[config.mk]
export PLATFORM = sky130hd
export DESIGN_NAME = apb_m
export DESIGN_NICKNAME = d
export VERILOG_FILES = /design/src/rtl/apb_m.sv
export SDC_FILE = /design/constraint.sdc
export NUM_CORES = 1
export LEC_CHECK = 0
export CAP_MARGIN = 30
export CORE_ASPECT_RATIO = 1.1
export CORE_MARGIN = 2
export CORE_UTILIZATION = 30
export DETAILED_ROUTE_END_ITERATION = 12
export HOLD_SLACK_MARGIN = 0.08
export PLACE_DENSITY_LB_ADDON = 0.1
export SYNTH_ARGS = -nofsm -noshare
export SYNTH_HDL_FRONTEND = slang
export SYNTH_SLANG_ARGS = --single-unit
[constraint.sdc]
create_clock -name pclk_i -period 2.2 [get_ports pclk_i]
set_input_delay 0.33 -clock pclk_i [delete_from_list [all_inputs] [get_ports pclk_i]]
set_output_delay 0.33 -clock pclk_i [all_outputs]
set_load 0.01 [all_outputs]
[src/rtl/apb_m.sv]
// APB requester: accepts one local command at a time, runs SETUP/ACCESS on the
// APB bus, then holds the read data and error status on a valid/ready response port.
module apb_m #(
  parameter int ADDR_W  = 32,
  parameter int DATA_W  = 8,
  parameter int TIMEOUT = 16
) (
  input  logic              pclk_i,
  input  logic              preset_i,
  input  logic              cmd_valid_i,
  output logic              cmd_ready_o,
  input  logic [ADDR_W-1:0] cmd_addr_i,
  input  logic              cmd_write_i,
  input  logic [DATA_W-1:0] cmd_wdata_i,
  output logic              rsp_valid_o,
  input  logic              rsp_ready_i,
  output logic [DATA_W-1:0] rsp_rdata_o,
  output logic              rsp_err_o,
  output logic              rsp_timeout_o,
  output logic [ADDR_W-1:0] paddr_o,
  output logic              psel_o,
  output logic              penable_o,
  output logic              pwrite_o,
  output logic [DATA_W-1:0] pwdata_o,
  input  logic [DATA_W-1:0] prdata_i,
  input  logic              pready_i,
  input  logic              pslverr_i
);

  localparam logic [1:0] ST_IDLE   = 2'd0;
  localparam logic [1:0] ST_SETUP  = 2'd1;
  localparam logic [1:0] ST_ACCESS = 2'd2;
  localparam logic [1:0] ST_RESP   = 2'd3;

  // A zero TIMEOUT still needs a legal one-bit counter even though it is unused.
  localparam int             CNT_W = (TIMEOUT > 0) ? $clog2(TIMEOUT + 1) : 1;
  localparam logic [CNT_W-1:0] TO_LIMIT = CNT_W'(TIMEOUT);
  localparam bit             TO_EN = (TIMEOUT != 0);

  logic [1:0]        state_q, state_d;
  logic [CNT_W-1:0]  cnt_q, cnt_d, cnt_inc;
  logic [ADDR_W-1:0] paddr_q, paddr_d;
  logic [DATA_W-1:0] pwdata_q, pwdata_d;
  logic              pwrite_q, pwrite_d;
  logic              psel_q, psel_d;
  logic              penable_q, penable_d;
  logic              rsp_valid_q, rsp_valid_d;
  logic [DATA_W-1:0] rsp_rdata_q, rsp_rdata_d;
  logic              rsp_err_q, rsp_err_d;
  logic              rsp_timeout_q, rsp_timeout_d;

  assign cmd_ready_o = (state_q == ST_IDLE) && !preset_i;
  assign cnt_inc     = (cnt_q == {CNT_W{1'b1}}) ? cnt_q : (cnt_q + CNT_W'(1));

  // Next-state and datapath decode for the transfer sequencer.
  always_comb begin
    state_d       = state_q;
    cnt_d         = cnt_q;
    paddr_d       = paddr_q;
    pwdata_d      = pwdata_q;
    pwrite_d      = pwrite_q;
    psel_d        = psel_q;
    penable_d     = penable_q;
    rsp_valid_d   = rsp_valid_q;
    rsp_rdata_d   = rsp_rdata_q;
    rsp_err_d     = rsp_err_q;
    rsp_timeout_d = rsp_timeout_q;
    case (state_q)
      ST_IDLE: begin
        if (cmd_valid_i && cmd_ready_o) begin
          paddr_d       = cmd_addr_i;
          pwrite_d      = cmd_write_i;
          pwdata_d      = cmd_wdata_i;
          psel_d        = 1'b1;
          penable_d     = 1'b0;
          rsp_valid_d   = 1'b0;
          rsp_rdata_d   = {DATA_W{1'b0}};
          rsp_err_d     = 1'b0;
          rsp_timeout_d = 1'b0;
          state_d       = ST_SETUP;
        end else begin
          state_d = ST_IDLE;
        end
      end
      ST_SETUP: begin
        penable_d = 1'b1;
        cnt_d     = {CNT_W{1'b0}};
        state_d   = ST_ACCESS;
      end
      ST_ACCESS: begin
        if (pready_i) begin
          rsp_rdata_d   = pwrite_q ? {DATA_W{1'b0}} : prdata_i;
          rsp_err_d     = pslverr_i;
          rsp_timeout_d = 1'b0;
          psel_d        = 1'b0;
          penable_d     = 1'b0;
          rsp_valid_d   = 1'b1;
          state_d       = ST_RESP;
        end else begin
          cnt_d = cnt_inc;
          // cnt_inc counts this wait cycle, so the abort lands on the TIMEOUT-th one.
          if (TO_EN && (cnt_inc == TO_LIMIT)) begin
            psel_d        = 1'b0;
            penable_d     = 1'b0;
            rsp_valid_d   = 1'b1;
            rsp_err_d     = 1'b1;
            rsp_timeout_d = 1'b1;
            rsp_rdata_d   = {DATA_W{1'b0}};
            state_d       = ST_RESP;
          end else begin
            state_d = ST_ACCESS;
          end
        end
      end
      ST_RESP: begin
        if (rsp_valid_q && rsp_ready_i) begin
          rsp_valid_d = 1'b0;
          state_d     = ST_IDLE;
        end else begin
          state_d = ST_RESP;
        end
      end
      default: begin
        state_d     = ST_IDLE;
        psel_d      = 1'b0;
        penable_d   = 1'b0;
        rsp_valid_d = 1'b0;
      end
    endcase
  end

  // State and output registers with synchronous reset.
  always_ff @(posedge pclk_i) begin
    if (preset_i) begin
      state_q       <= ST_IDLE;
      cnt_q         <= {CNT_W{1'b0}};
      paddr_q       <= {ADDR_W{1'b0}};
      pwdata_q      <= {DATA_W{1'b0}};
      pwrite_q      <= 1'b0;
      psel_q        <= 1'b0;
      penable_q     <= 1'b0;
      rsp_valid_q   <= 1'b0;
      rsp_rdata_q   <= {DATA_W{1'b0}};
      rsp_err_q     <= 1'b0;
      rsp_timeout_q <= 1'b0;
    end else begin
      state_q       <= state_d;
      cnt_q         <= cnt_d;
      paddr_q       <= paddr_d;
      pwdata_q      <= pwdata_d;
      pwrite_q      <= pwrite_d;
      psel_q        <= psel_d;
      penable_q     <= penable_d;
      rsp_valid_q   <= rsp_valid_d;
      rsp_rdata_q   <= rsp_rdata_d;
      rsp_err_q     <= rsp_err_d;
      rsp_timeout_q <= rsp_timeout_d;
    end
  end

  assign paddr_o       = paddr_q;
  assign pwdata_o      = pwdata_q;
  assign pwrite_o      = pwrite_q;
  assign psel_o        = psel_q;
  assign penable_o     = penable_q;
  assign rsp_valid_o   = rsp_valid_q;
  assign rsp_rdata_o   = rsp_rdata_q;
  assign rsp_err_o     = rsp_err_q;
  assign rsp_timeout_o = rsp_timeout_q;

endmodule

Yosys cells after proc, flatten, opt, wreduce, memory -nomap -nowiden
Cells that the tools add are included.
{"block": "totals", "ff_bits": 61, "inputBits": 55, "out_inout_bits": 55, "wordCells": 62}
{"block": "classes", "addsub": 1, "eq_ne": 9, "muxes": 27, "n_reduce_logical": 14}
{"operator": "two-way mux 8 bit", "n": 4}
{"operator": "case mux 8 bit (2 select lines)", "n": 1}
{"operator": "two-way mux 1 bit", "n": 12}
{"operator": "== test 5 bit (second input constant)", "n": 2}
{"operator": "two-way mux 5 bit", "n": 2}
{"operator": "case mux 5 bit (2 select lines)", "n": 1}
{"operator": "case mux 2 bit (4 select lines)", "n": 1}
{"operator": "case mux 1 bit (2 select lines)", "n": 3}
{"operator": "case mux 1 bit (3 select lines)", "n": 2}
{"operator": "AND reduction 3 bit", "n": 2}
{"operator": "nonzero test 3 bit", "n": 2}
{"operator": "adder 5 x 1 -> 5 bit (second input constant)", "n": 1}
{"operator": "== test 2 bit (second input constant)", "n": 2}
{"operator": "inequality test 2 bit (second input constant)", "n": 2}
{"operator": "AND reduction 2 bit", "n": 2}
{"operator": "AND reduction 4 bit", "n": 1}
{"operator": "nonzero test 2 bit", "n": 2}
{"operator": "logical AND 1 bit", "n": 3}
{"operator": "inequality test 3 bit (second input constant)", "n": 1}
{"operator": "== test 2 x 1 -> 1 bit (second input constant)", "n": 1}
{"operator": "logical NOT 2 bit", "n": 1}
{"operator": "two-way mux 2 bit", "n": 1}
{"operator": "inequality test 2 x 1 -> 1 bit (second input constant)", "n": 1}
{"operator": "logical NOT 1 bit", "n": 1}

Depth between registers and ports, before layout
{"block": "logic_depth", "depth_word": 6, "mapped_depth": 6, "depth_no_buf": 5}

Worst setup path after synthesis
No wires, ideal clock.
{"block": "synth_path", "path_type": "register to register", "start": "reg cnt_q[1]", "end": "reg rsp_valid_q, in the netlist rsp_valid_o", "setup_ns": 0.115, "arrival_ns": 1.516, "required_time_ns": 2.085, "path_slack_ns": 0.570, "stages_incl_launch_ff": 7, "path_buffers": 1, "period_less_slack_ns": 1.630, "cell_sequence": "dfxtp_1 ha_1 nand4_2 mux2i_1 o22a_2 buf_6 o21a_1"}
{"block": "synth_via", "elab_chain_cells": 5, "elab_cells_between_ends": 6, "cone_classes": "add/sub: 1; eq/ne: 3; mux: 1; reduce/logical: 1"}
{"element": "from (decl)", "line_no": "41", "rtl": "logic [CNT_W-1:0] cnt_q, cnt_d, cnt_inc;"}
{"element": "from (signal assigned)", "line_no": "136", "rtl": "cnt_q <= {CNT_W{1'b0}};"}
{"element": "from (signal assigned)", "line_no": "148", "rtl": "cnt_q <= cnt_d;"}
{"element": "adder 5 x 1 -> 5 bit or == test 5 bit (tied branches)", "line_no": "53", "rtl": "assign cnt_inc = (cnt_q == {CNT_W{1'b1}}) ? cnt_q : (cnt_q + CNT_W'(1));"}
{"element": "two-way mux 5 bit *", "line_no": "53"}
{"element": "== test 5 bit *", "line_no": "102", "rtl": "if (TO_EN && (cnt_inc == TO_LIMIT)) begin"}
{"element": "inequality test 3 bit (no line) *"}
{"element": "AND reduction 4 bit (no line) *"}
{"element": "to (signal assigned)", "line_no": "154", "rtl": "rsp_valid_q <= rsp_valid_d;"}
{"element": "to (decl)", "line_no": "47", "rtl": "logic rsp_valid_q, rsp_valid_d;"}
Every way passes the cells marked *; elsewhere a longest branch is shown, timed or not.
A chain may end at the register's enable or synchronous reset.

Worst setup path in the final report
{"block": "layout_path", "start": "reg state_q[1]", "end": "out cmd_ready_o"}
{"block": "layout_via", "elab_chain_cells": 2}
{"element": "from (decl)", "line_no": "40", "rtl": "logic [1:0] state_q, state_d;"}
{"element": "from (signal assigned)", "line_no": "147", "rtl": "state_q <= state_d;"}
{"element": "logical NOT 2 bit", "line_no": "52", "rtl": "assign cmd_ready_o = (state_q == ST_IDLE) && !preset_i;"}
{"element": "logical AND 1 bit", "line_no": "52"}
{"element": "to (decl)", "line_no": "11", "rtl": "output logic cmd_ready_o,"}
Every way passes these cells.

==> run_summary.xml <==
<?xml version="1.0" encoding="UTF-8"?>
<metrics>
  <group name="global_routing">
    <metric name="grt_first_pass_wirelength" unit="mm">11.12</metric>
    <metric name="overflow" unit="">0</metric>
    <metric name="number_of_antenna_violations_at_the_first_check_in_global_routing" unit="">0</metric>
    <metric name="first_global_vias" unit="">2260</metric>
    <metric name="grt.total_usage" unit="">0.1536</metric>
    <metric name="grt_max_degree" unit="">64</metric>
  </group>
  <group name="critical_path">
    <metric name="worstSetupEndpointType" unit="">output port</metric>
    <metric name="worst_r2r_setup_slack" unit="ns">0.34</metric>
    <metric name="worstReg2RegEnd" unit="">rsp_err_o</metric>
    <metric name="cp_max_fo" unit="">2</metric>
    <metric name="cp_data_required_time" unit="ns">1.87</metric>
    <metric name="path_cells" unit="">nor3_1 &gt; clkdlybuf4s50_1</metric>
    <metric name="worst-path-buf-inv" unit="">1</metric>
    <metric name="slowest_delay" unit="ns">0.63</metric>
    <metric name="sort_of_element_at_the_start_of_the_critical_path" unit="">flop</metric>
    <metric name="worstPathArrival" unit="ns">1.66</metric>
    <metric name="worst_r2r_path_depth" unit="">5</metric>
    <metric name="worst_path_max_delay_cell" unit="">clkdlybuf4s50_1</metric>
    <metric name="cp_top_family" unit="">buffers and inverters</metric>
    <metric name="cp_num_cells" unit="">2</metric>
    <metric name="critPathKind" unit="">reg2out</metric>
    <metric name="worstReg2RegStart" unit="">cnt_q[0]</metric>
  </group>
  <group name="drt">
    <metric name="drt_iter0_markers" unit="">127</metric>
    <metric name="detail_route.drc_violations" unit="">0</metric>
    <metric name="num_vias" unit="">2400</metric>
    <metric name="postRouteAntennaNets" unit="">0</metric>
    <metric name="firstDrtPassIters" unit="">4</metric>
    <metric name="wl_per_cell" unit="um">13.34</metric>
    <metric name="routed_via_density" unit="">4.642</metric>
    <metric name="routed_wl" unit="mm">6.896</metric>
  </group>
  <group name="clock_tree">
    <metric name="cts_hold_repair.buffers" unit="">0</metric>
    <metric name="cts_resized" unit="">0</metric>
    <metric name="cts.htree.levels" unit="">3</metric>
    <metric name="clock_sinks" unit="">61</metric>
    <metric name="clock_tree_root_buffer_cell" unit="">clkbuf_8</metric>
    <metric name="clock_tree_from_tritoncts" unit="">done</metric>
    <metric name="cts_buffers" unit="">9</metric>
    <metric name="ctsLongestPathBuffers" unit="">2</metric>
    <metric name="insertion_delay" unit="ns">0.33</metric>
    <metric name="post-cts-setup-buffer-count" unit="">0</metric>
    <metric name="clock_input_transition_at_the_sequential_cells_of_the_worst_setup_and_hold_paths" unit="ns">0.07</metric>
  </group>
  <group name="final_layout">
    <metric name="fin_util" unit="">0.4873</metric>
    <metric name="num_antenna_cells" unit="">0</metric>
    <metric name="finalNetCount" unit="">460</metric>
    <metric name="instances_no_fill" unit="">517</metric>
    <metric name="final_common_cell" unit="">clkdlybuf4s50_1</metric>
    <metric name="area_growth_syn_to_layout" unit="%">56.70</metric>
    <metric name="post_route_cells_drive_above_1_share" unit="">0.08557</metric>
    <metric name="final_cell_mix" unit="">clkdlybuf4s50_1, nand2_1, dfxtp_1</metric>
  </group>
  <group name="die">
    <metric name="overall_die_height" unit="um">99.24</metric>
    <metric name="fp.coreArea" unit="um^2">7955</metric>
    <metric name="ioPinCount" unit="">110</metric>
    <metric name="dieWidth" unit="um">90.58</metric>
    <metric name="num_rows" unit="">34</metric>
    <metric name="initial_utilization" unit="">0.3109</metric>
    <metric name="die_area" unit="um^2">8989</metric>
  </group>
  <group name="power_and_ir_drop">
    <metric name="clock_power_share" unit="">0.371</metric>
    <metric name="seq_power_share" unit="">0.437</metric>
    <metric name="power_density" unit="nW/um^2">715.5</metric>
    <metric name="max-vdd-ir-drop" unit="mV">0.3169</metric>
    <metric name="internal_power" unit="uW">2046</metric>
    <metric name="leakage" unit="uW">0.001388</metric>
    <metric name="net-switching-power" unit="uW">726.9</metric>
    <metric name="post-layout-total-power" unit="uW">2773</metric>
    <metric name="power.switching_fraction" unit="">0.2621</metric>
    <metric name="gate_power_share" unit="">0.193</metric>
  </group>
  <group name="sta">
    <metric name="max_freq" unit="GHz">0.5016</metric>
    <metric name="timing_hold_violations_final" unit="">0</metric>
    <metric name="setup_repair_after_global_routing_missed_its_margin" unit="">false</metric>
    <metric name="report.final.setup_viol" unit="">0</metric>
    <metric name="timing.setup.tns" unit="ns">0</metric>
    <metric name="min_period" unit="ns">1.994</metric>
    <metric name="finalMaxSlewViolations" unit="">0</metric>
    <metric name="tightest_slew" unit="ns">0.6782</metric>
    <metric name="timing.clock.skew" unit="ns">0.008448</metric>
    <metric name="final_min_period_over_clock_period" unit="">0.9062</metric>
    <metric name="relSlewSlack" unit="">0.5478</metric>
  </group>
  <group name="worst_hold_path">
    <metric name="timing.hold.worst_endpoint" unit="">paddr_o[18]</metric>
    <metric name="min_delay_path_depth" unit="">2</metric>
    <metric name="hold_start" unit="">paddr_o[18]</metric>
    <metric name="hold_class" unit="">reg2reg</metric>
  </group>
  <group name="logic_synthesis">
    <metric name="net_count_after_synthesis" unit="">356</metric>
    <metric name="synth_top_area_share" unit="">0.4937</metric>
    <metric name="post_synth.cell_area_avg" unit="um^2">8.245</metric>
    <metric name="postSynth.asyncResetShare" unit="">0</metric>
    <metric name="syn-cell-area" unit="um^2">2474</metric>
    <metric name="synth_sequential_area_ratio" unit="">0.4937</metric>
    <metric name="ys_seq_elements" unit="">61</metric>
    <metric name="synth_ff_type" unit="">dfxtp_1</metric>
    <metric name="synth-edff-count" unit="">0</metric>
    <metric name="yosys.area.top_type" unit="">dfxtp_1</metric>
    <metric name="ys_types" unit="">43</metric>
    <metric name="synth-warning-count" unit="">0</metric>
    <metric name="yosys-top-cells-area" unit="">dfxtp_1, nand2_1, a21oi_1, a32oi_1, nor2b_1</metric>
    <metric name="synth_cells" unit="">300</metric>
  </group>
  <group name="placement">
    <metric name="finalWeightedCongestion" unit="">0.7067</metric>
    <metric name="dp_hpwl" unit="mm">4.619</metric>
    <metric name="io_buffer_count" unit="">109</metric>
    <metric name="dp.cells" unit="">501</metric>
  </group>
  <group name="flow_run">
    <metric name="maxCapViolations" unit="">0</metric>
  </group>
  <group name="run_status">
    <metric name="outcome" unit="">finished clean</metric>
  </group>
</metrics>
==> flip-flops by register name (all words and copies together) (netlist names) <==
name and count:
paddr_o 32, pwdata_o 8, rsp_rdata_o 8, cnt_q 5, state_q 2, penable_o 1, psel_o 1, pwrite_o 1
rsp_err_o 1, rsp_timeout_o 1, rsp_valid_o 1
==> logic make-up (layout without fill, tap and decap cells) <==
logic type	after synthesis	count (layout)	synth area share
AO/OA/AOI/OAI	83	83	0.2099
flip-flops	61	61	0.4937
buffers and inverters	23	132	0.04603
AND/OR/NAND/NOR	130	130	0.2367
multiplexers	2	2	0.008599
adder cells (fa/ha/maj)	1	1	0.005057
==> through the flow <==
stage | setup slack [ns] | hold slack (ns) | cell area (um^2)
floorplan | 0.5697 | 0.4412 | 2474
global placement | 0.2721 | 0.4412 | 3666
detailed placement | 0.2383 | 0.4459 | 3666
CTS | 0.1998 | 0.4559 | 3876
global route | 0.1720 | 0.4735 | 3876
finish | 0.2063 | 0.4526 | 3876
==> per-layer routing <==
layer	GRT usage	routed length, um	vias up
met5	0	0	-
met4	0.06746	121	0
met3	0.04167	397	11
met2	0.2423	3108	80
met1	0.1979	3269	1074
li1	-	-	1235
==> power groups by stage <==
stage | registers [uW] | logic (uW) | clock network [uW]
CTS | 1210 | 542 | 1070
finish | 1210 | 534 | 1030
detailed placement | 1240 | 541 | 0
global route | 1220 | 583 | 1110
floorplan | 1270 | 206 | 0
global placement | 1230 | 539 | 0
==> synthesized netlist by cell type, types with 2 or more instances <==
master,n
dfxtp_1,61
o21ai_0,2
buf_2,10
nor2_1,5
a21oi_1,45
nand2_1,95
a32oi_1,9
o21ai_1,8
a311oi_1,2
nand3b_1,3
nand2b_1,6
buf_6,2
a211oi_1,2
clkbuf_1,10
a22oi_1,2
nor2b_1,11
==> how the worst max path moves through the flow <==
stage	from	to	slack, ns
4_1_cts	state_q[1]	cmd_ready_o	0.20
3_3_place_gp	cmd_valid_i	rsp_rdata_o[5]	0.27
3_5_place_dp	cmd_valid_i	rsp_rdata_o[0]	0.24
5_1_grt	cnt_q[1]	penable_o	0.17
2_1_floorplan	cnt_q[1]	rsp_valid_o	0.57
6_report	state_q[1]	cmd_ready_o	0.21
==> worst register-to-register path, cell delays in order (launching register included) <==
cell and delay [ns]:
dfxtp_1 0.42, ha_1 0.35, nand4_2 0.21, mux2i_1 0.18
o22a_2 0.34, a32o_1 0.25
==> layout make-up <==
cell class              count  area (um^2)
repair buffers            116         1164
multi-input cells         216         1146
well taps                 108        135.1
clock inverters             5        58.81
fillers                   803         4079
clock buffers              11        151.4
flip-flops and latches     61         1221
Power figures use the tool's default switching activity.
==> edit 1, RTL diff (config.mk and constraints unchanged) <==
Register the output `rsp_timeout_o` once more, without a reset; this adds one clock of latency there. The other outputs are not delayed to match.
--- a/src/rtl/apb_m.sv
+++ b/src/rtl/apb_m.sv
@@ -166,7 +166,9 @@
   assign rsp_valid_o   = rsp_valid_q;
   assign rsp_rdata_o   = rsp_rdata_q;
   assign rsp_err_o     = rsp_err_q;
-  assign rsp_timeout_o = rsp_timeout_q;
+  always_ff @(posedge pclk_i) begin
+    rsp_timeout_o <= rsp_timeout_q;
+  end
 
 endmodule
 
Behaviour: same outputs for any inputs over 10 cycles, from zero or initial values and one cycle with preset_i high; that may be too few to reach the edited logic, so the function may still have changed.
==> edit 1 against the original RTL <==
Design area is 0.48% lower. Sequential cell count rose by 1. Non-clock buffer count is 1 higher. Worst setup slack gained 0.15 ns. Clock power is 5% lower. Combinational power increased by 3%. Synthesized area decreased by 0.96%. Wire length is 2.6% lower. Total power is 0.31% higher. Critical endpoint unchanged.
==> edit 1: results (changes against the original RTL) <==
Max stage delay on crit path=0.56 ns (was 0.63 ns); vias in the first global route=2,292 (was 2,260); Hold Crit Depth=0 (was 2); leakage power=0.00137 uW (was 0.00139 uW); Arr. time, crit path=1.51 ns (was 1.66 ns); synth cell count leaders=nand2_1 (92), dfxtp_1 (62), a21oi_1 (53) (was nand2_1 (95), dfxtp_1 (61), a21oi_1 (45)); overall routing resource usage=15.6% (was 15.4%); hold path endpoint=rsp_timeout_o (was paddr_o[18]); Fin Setup TNS=0 ns (unchanged); Tightest Pin Transition=0.759 ns (was 0.678 ns); worst vdd ir=355 uV (was 317 uV); largest cells by area after synthesis=dfxtp_1 (51%), nand2_1 (14%), a21oi_1 (11%) (was dfxtp_1 (49%), nand2_1 (14%), a21oi_1 (9.1%)); post-synthesis adder-cell area fraction=0.511% (was 0.506%); Synth Area in Compound Gates=18.4% (was 21.0%); Net Sw Power=743 uW (was 727 uW); Routed WL=6.72 mm (was 6.90 mm); proportion of layout cells with a drive suffix above 1=7.25% (was 8.56%); FF-to-FF setup slack=0.36 ns (was 0.34 ns); sequential fraction of design power=45.0% (was 43.7%); reg2reg end=penable_o (was rsp_err_o); via count=2,420 (was 2,400); largest net degree at the start of global routing=72 (was 64); max FFs per register=32 (unchanged); outcome=completed (unchanged); R2R depth=6 (was 5); fin nets=466 (was 460); crit path max-delay cell type=clkdlybuf4s50_1 (unchanged); post-synthesis mux area share=0% (was 0.860%); DR iter-0 viols=108 (was 127); post-synthesis cell type count=36 (was 43); Syn Nets=359 (was 356); Net Sw Frac=26.7% (was 26.2%); first-pass GRT wire length=11.2 mm (was 11.1 mm); total placed instance area=3670 um^2 (about the same); Post-DP HPWL=4.34 mm (was 4.62 mm); total setup buffers inserted after CTS=0 (unchanged); DRC=0 (unchanged); Hold Crit Start=rsp_timeout_q (was paddr_o[18]); CTS Buffer Depth=2 (unchanged); routability cong.=0.747 (was 0.707); Mapped Cells=303 (was 300); TritonCTS Buffers=9 (unchanged); sequential share of the synthesized area=50.7% (was 49.4%); share of total power in combinational logic=19.8% (was 19.3%); drt via density=4.64 (about the same); Setup Skew=0.00717 ns (was 0.00845 ns); Reg clk slew, reported paths=0.07 ns (about the same); TritonRoute pass-1 iters=4 (unchanged); port bufs=109 (unchanged); crit-path max FO=9 (was 2); Synth Warn #=0 (unchanged); PostCTS Resize Cnt=0 (unchanged); Placed Cells=507 (was 501); hold_ws=0.362 ns (was 0.453 ns)
[edit 1: routing by layer]
layer	routed length, um	up-vias	global-route usage, %
met4	130	0	7.81
met5	0	-	0
met2	2920	71	22.5
li1	-	1248	-
met3	641	12	6.65
met1	3030	1089	20.0
[edit 1: worst max-delay path by stage]
stage	from	to	slack, ns	depth (start not counted)
floorplan	cnt_q[0]	rsp_valid_o	0.53	7
global placement	cmd_valid_i	rsp_rdata_o[2]	0.40	7
detailed placement	cnt_q[0]	penable_o	0.36	6
CTS	state_q[0]	cmd_ready_o	0.33	2
global route	cnt_q[0]	penable_o	0.17	6
finish	state_q[0]	cmd_ready_o	0.36	2
[edit 1: cell type report]
type | count | area, um^2
Inverter | 4 | 15.0
Clock inverter | 4 | 47.5
Fill cell | 800 | 4060
Timing Repair Buffer | 117 | 1160
Multi-Input combinational cell | 216 | 1120
Tap cell | 108 | 135
Sequential cell | 62 | 1240
Clock buffer | 11 | 141
==> edit 2, RTL diff (same flow settings) <==
Made on the original files. Set the parameter `ADDR_W` to 64 (it was 32).
--- a/src/rtl/apb_m.sv
+++ b/src/rtl/apb_m.sv
@@ -1,7 +1,7 @@
 // APB requester: accepts one local command at a time, runs SETUP/ACCESS on the
 // APB bus, then holds the read data and error status on a valid/ready response port.
 module apb_m #(
-  parameter int ADDR_W  = 32,
+  parameter int ADDR_W  = 64,
   parameter int DATA_W  = 8,
   parameter int TIMEOUT = 16
 ) (
Ports: changed (resized cmd_addr_i and paddr_o); port bits go from 110 to 174. No check against the original RTL was run, so the function may have changed too.
==> edit 2 against the original RTL <==
Wire length is 42% higher. Critical path depth is 4 higher. Total power is 59% higher. Sequential cell count is 32 higher. Highest routed layer unchanged. Final cell count is 44% higher. Worst setup slack worse by 0.035 ns. Synthesized area is 46% higher. Design area is 51% higher.
==> edit 2: results (changes against the original RTL) <==
Hold Crit Depth=4 (was 2); Hold Crit Start=preset_i (was paddr_o[18]); Worst Setup Path Type=flip-flop to flip-flop (was flip-flop to primary output); drt wl/cell=13.2 um (was 13.3 um); total placed instance area=5500 um^2 (was 3670 um^2); Arr. time, crit path=2.25 ns (was 1.66 ns); Clock net power=1770 uW (was 1030 uW); R2R depth=6 (was 5); Synth top area share=51.4% (was 49.4%); first-pass GRT wire length=15.7 mm (was 11.1 mm); crit-path max FO=8 (was 2); final worst path period need=2.03 ns (was 1.99 ns); critical path's top delay family=multiplexers (was buffers and inverters); DR iter-0 viols=112 (was 127); post-synthesis cell type count=39 (was 43); Syn Nets=508 (was 356); hold path endpoint=psel_o (was paddr_o[18]); port bufs=173 (was 109); Max stage delay on crit path=0.47 ns (was 0.63 ns); worst slack, placed=0.176 ns (was 0.238 ns); crit path from=cnt_q[0] (was state_q[1]); final instance area=5850 um^2 (was 3880 um^2); Slew headroom=67.3% (was 54.8%); Mean Syn Cell Area=8.63 um^2 (was 8.25 um^2); proportion of layout cells with a drive suffix above 1=5.61% (was 8.56%); max FFs per register=64 (was 32); hold_ws=0.373 ns (was 0.453 ns); largest cells by area after synthesis=dfxtp_1 (51%), nand2b_1 (13%), o21ai_0 (10%) (was dfxtp_1 (49%), nand2_1 (14%), a21oi_1 (9.1%)); outcome=completed (unchanged); Net Sw Frac=22.8% (was 26.2%); largest net degree at the start of global routing=73 (was 64); post-synthesis mux area share=0.691% (was 0.860%); Synth Flop Type=dfxtp_1 (unchanged); leakage power=0.00211 uW (was 0.00139 uW); Root Driver=clkbuf_16 (was clkbuf_8); fin nets=671 (was 460); post-synthesis adder-cell area fraction=0.345% (was 0.506%); crit path max-delay cell type=dfxtp_1 (was clkdlybuf4s50_1); routability cong.=0.859 (was 0.707); synth cell count leaders=dfxtp_1 (93), nand2_1 (81), nand2b_1 (76) (was nand2_1 (95), dfxtp_1 (61), a21oi_1 (45)); sequential share of the synthesized area=51.4% (was 49.4%); Min-Delay Path Class=input pin to flip-flop (was flip-flop to flip-flop); Placed Cells=726 (was 501); drt via density=4.43 (was 4.64); Power Density=756 nW/um^2 (was 715 nW/um^2); Finished Layout Cells=742 (was 517); overall routing resource usage=15.4% (about the same); vias in the first global route=3,250 (was 2,260); worst vdd ir=418 uV (was 317 uV); Post-DP HPWL=6.83 mm (was 4.62 mm); Setup Skew=0.00480 ns (was 0.00845 ns); Synth Area in Compound Gates=17.6% (was 21.0%); Post-Synth XOR/XNOR Area=0% (unchanged); sequential power=1890 uW (was 1210 uW)
edit 2: cell types whose count changed after synthesis, moves of 3 or more:
cell / delta
a32oi_1: -8
nand2b_1: +70
o21ai_0: +72
nand3b_1: -3
o21ai_1: -8
a21oi_1: -38
nor2_1: +9
clkbuf_1: +8
nor2b_1: -9
inv_1: +3
a22o_1: +8
nand2_1: -14
dfxtp_1: +32
edit 2: timing repair:
| action | 4_1_cts | 5_1_grt |
|---|---|---|
| resized for setup | 0 | 1 |
| endpoints found under the setup margin | 0 | 1 |
| buffers inserted | 0 | 0 |
| hold buffers | 0 | 0 |
edit 2: area by class of cell:
cell class	count	area, um^2
flip-flops and latches	93	1860
fillers	1149	6080
well taps	154	193
repair buffers	180	1800
clock inverters	4	95.1
multi-input cells	296	1640
clock buffers	12	246
inverters	3	11.3
edit 2: metal layers:
layer / routed length, um / global-route usage, %
met5: 0 / 0
met4: 159 / 6.57
met3: 664 / 4.76
met2: 4740 / 25.9
met1: 4250 / 17.8
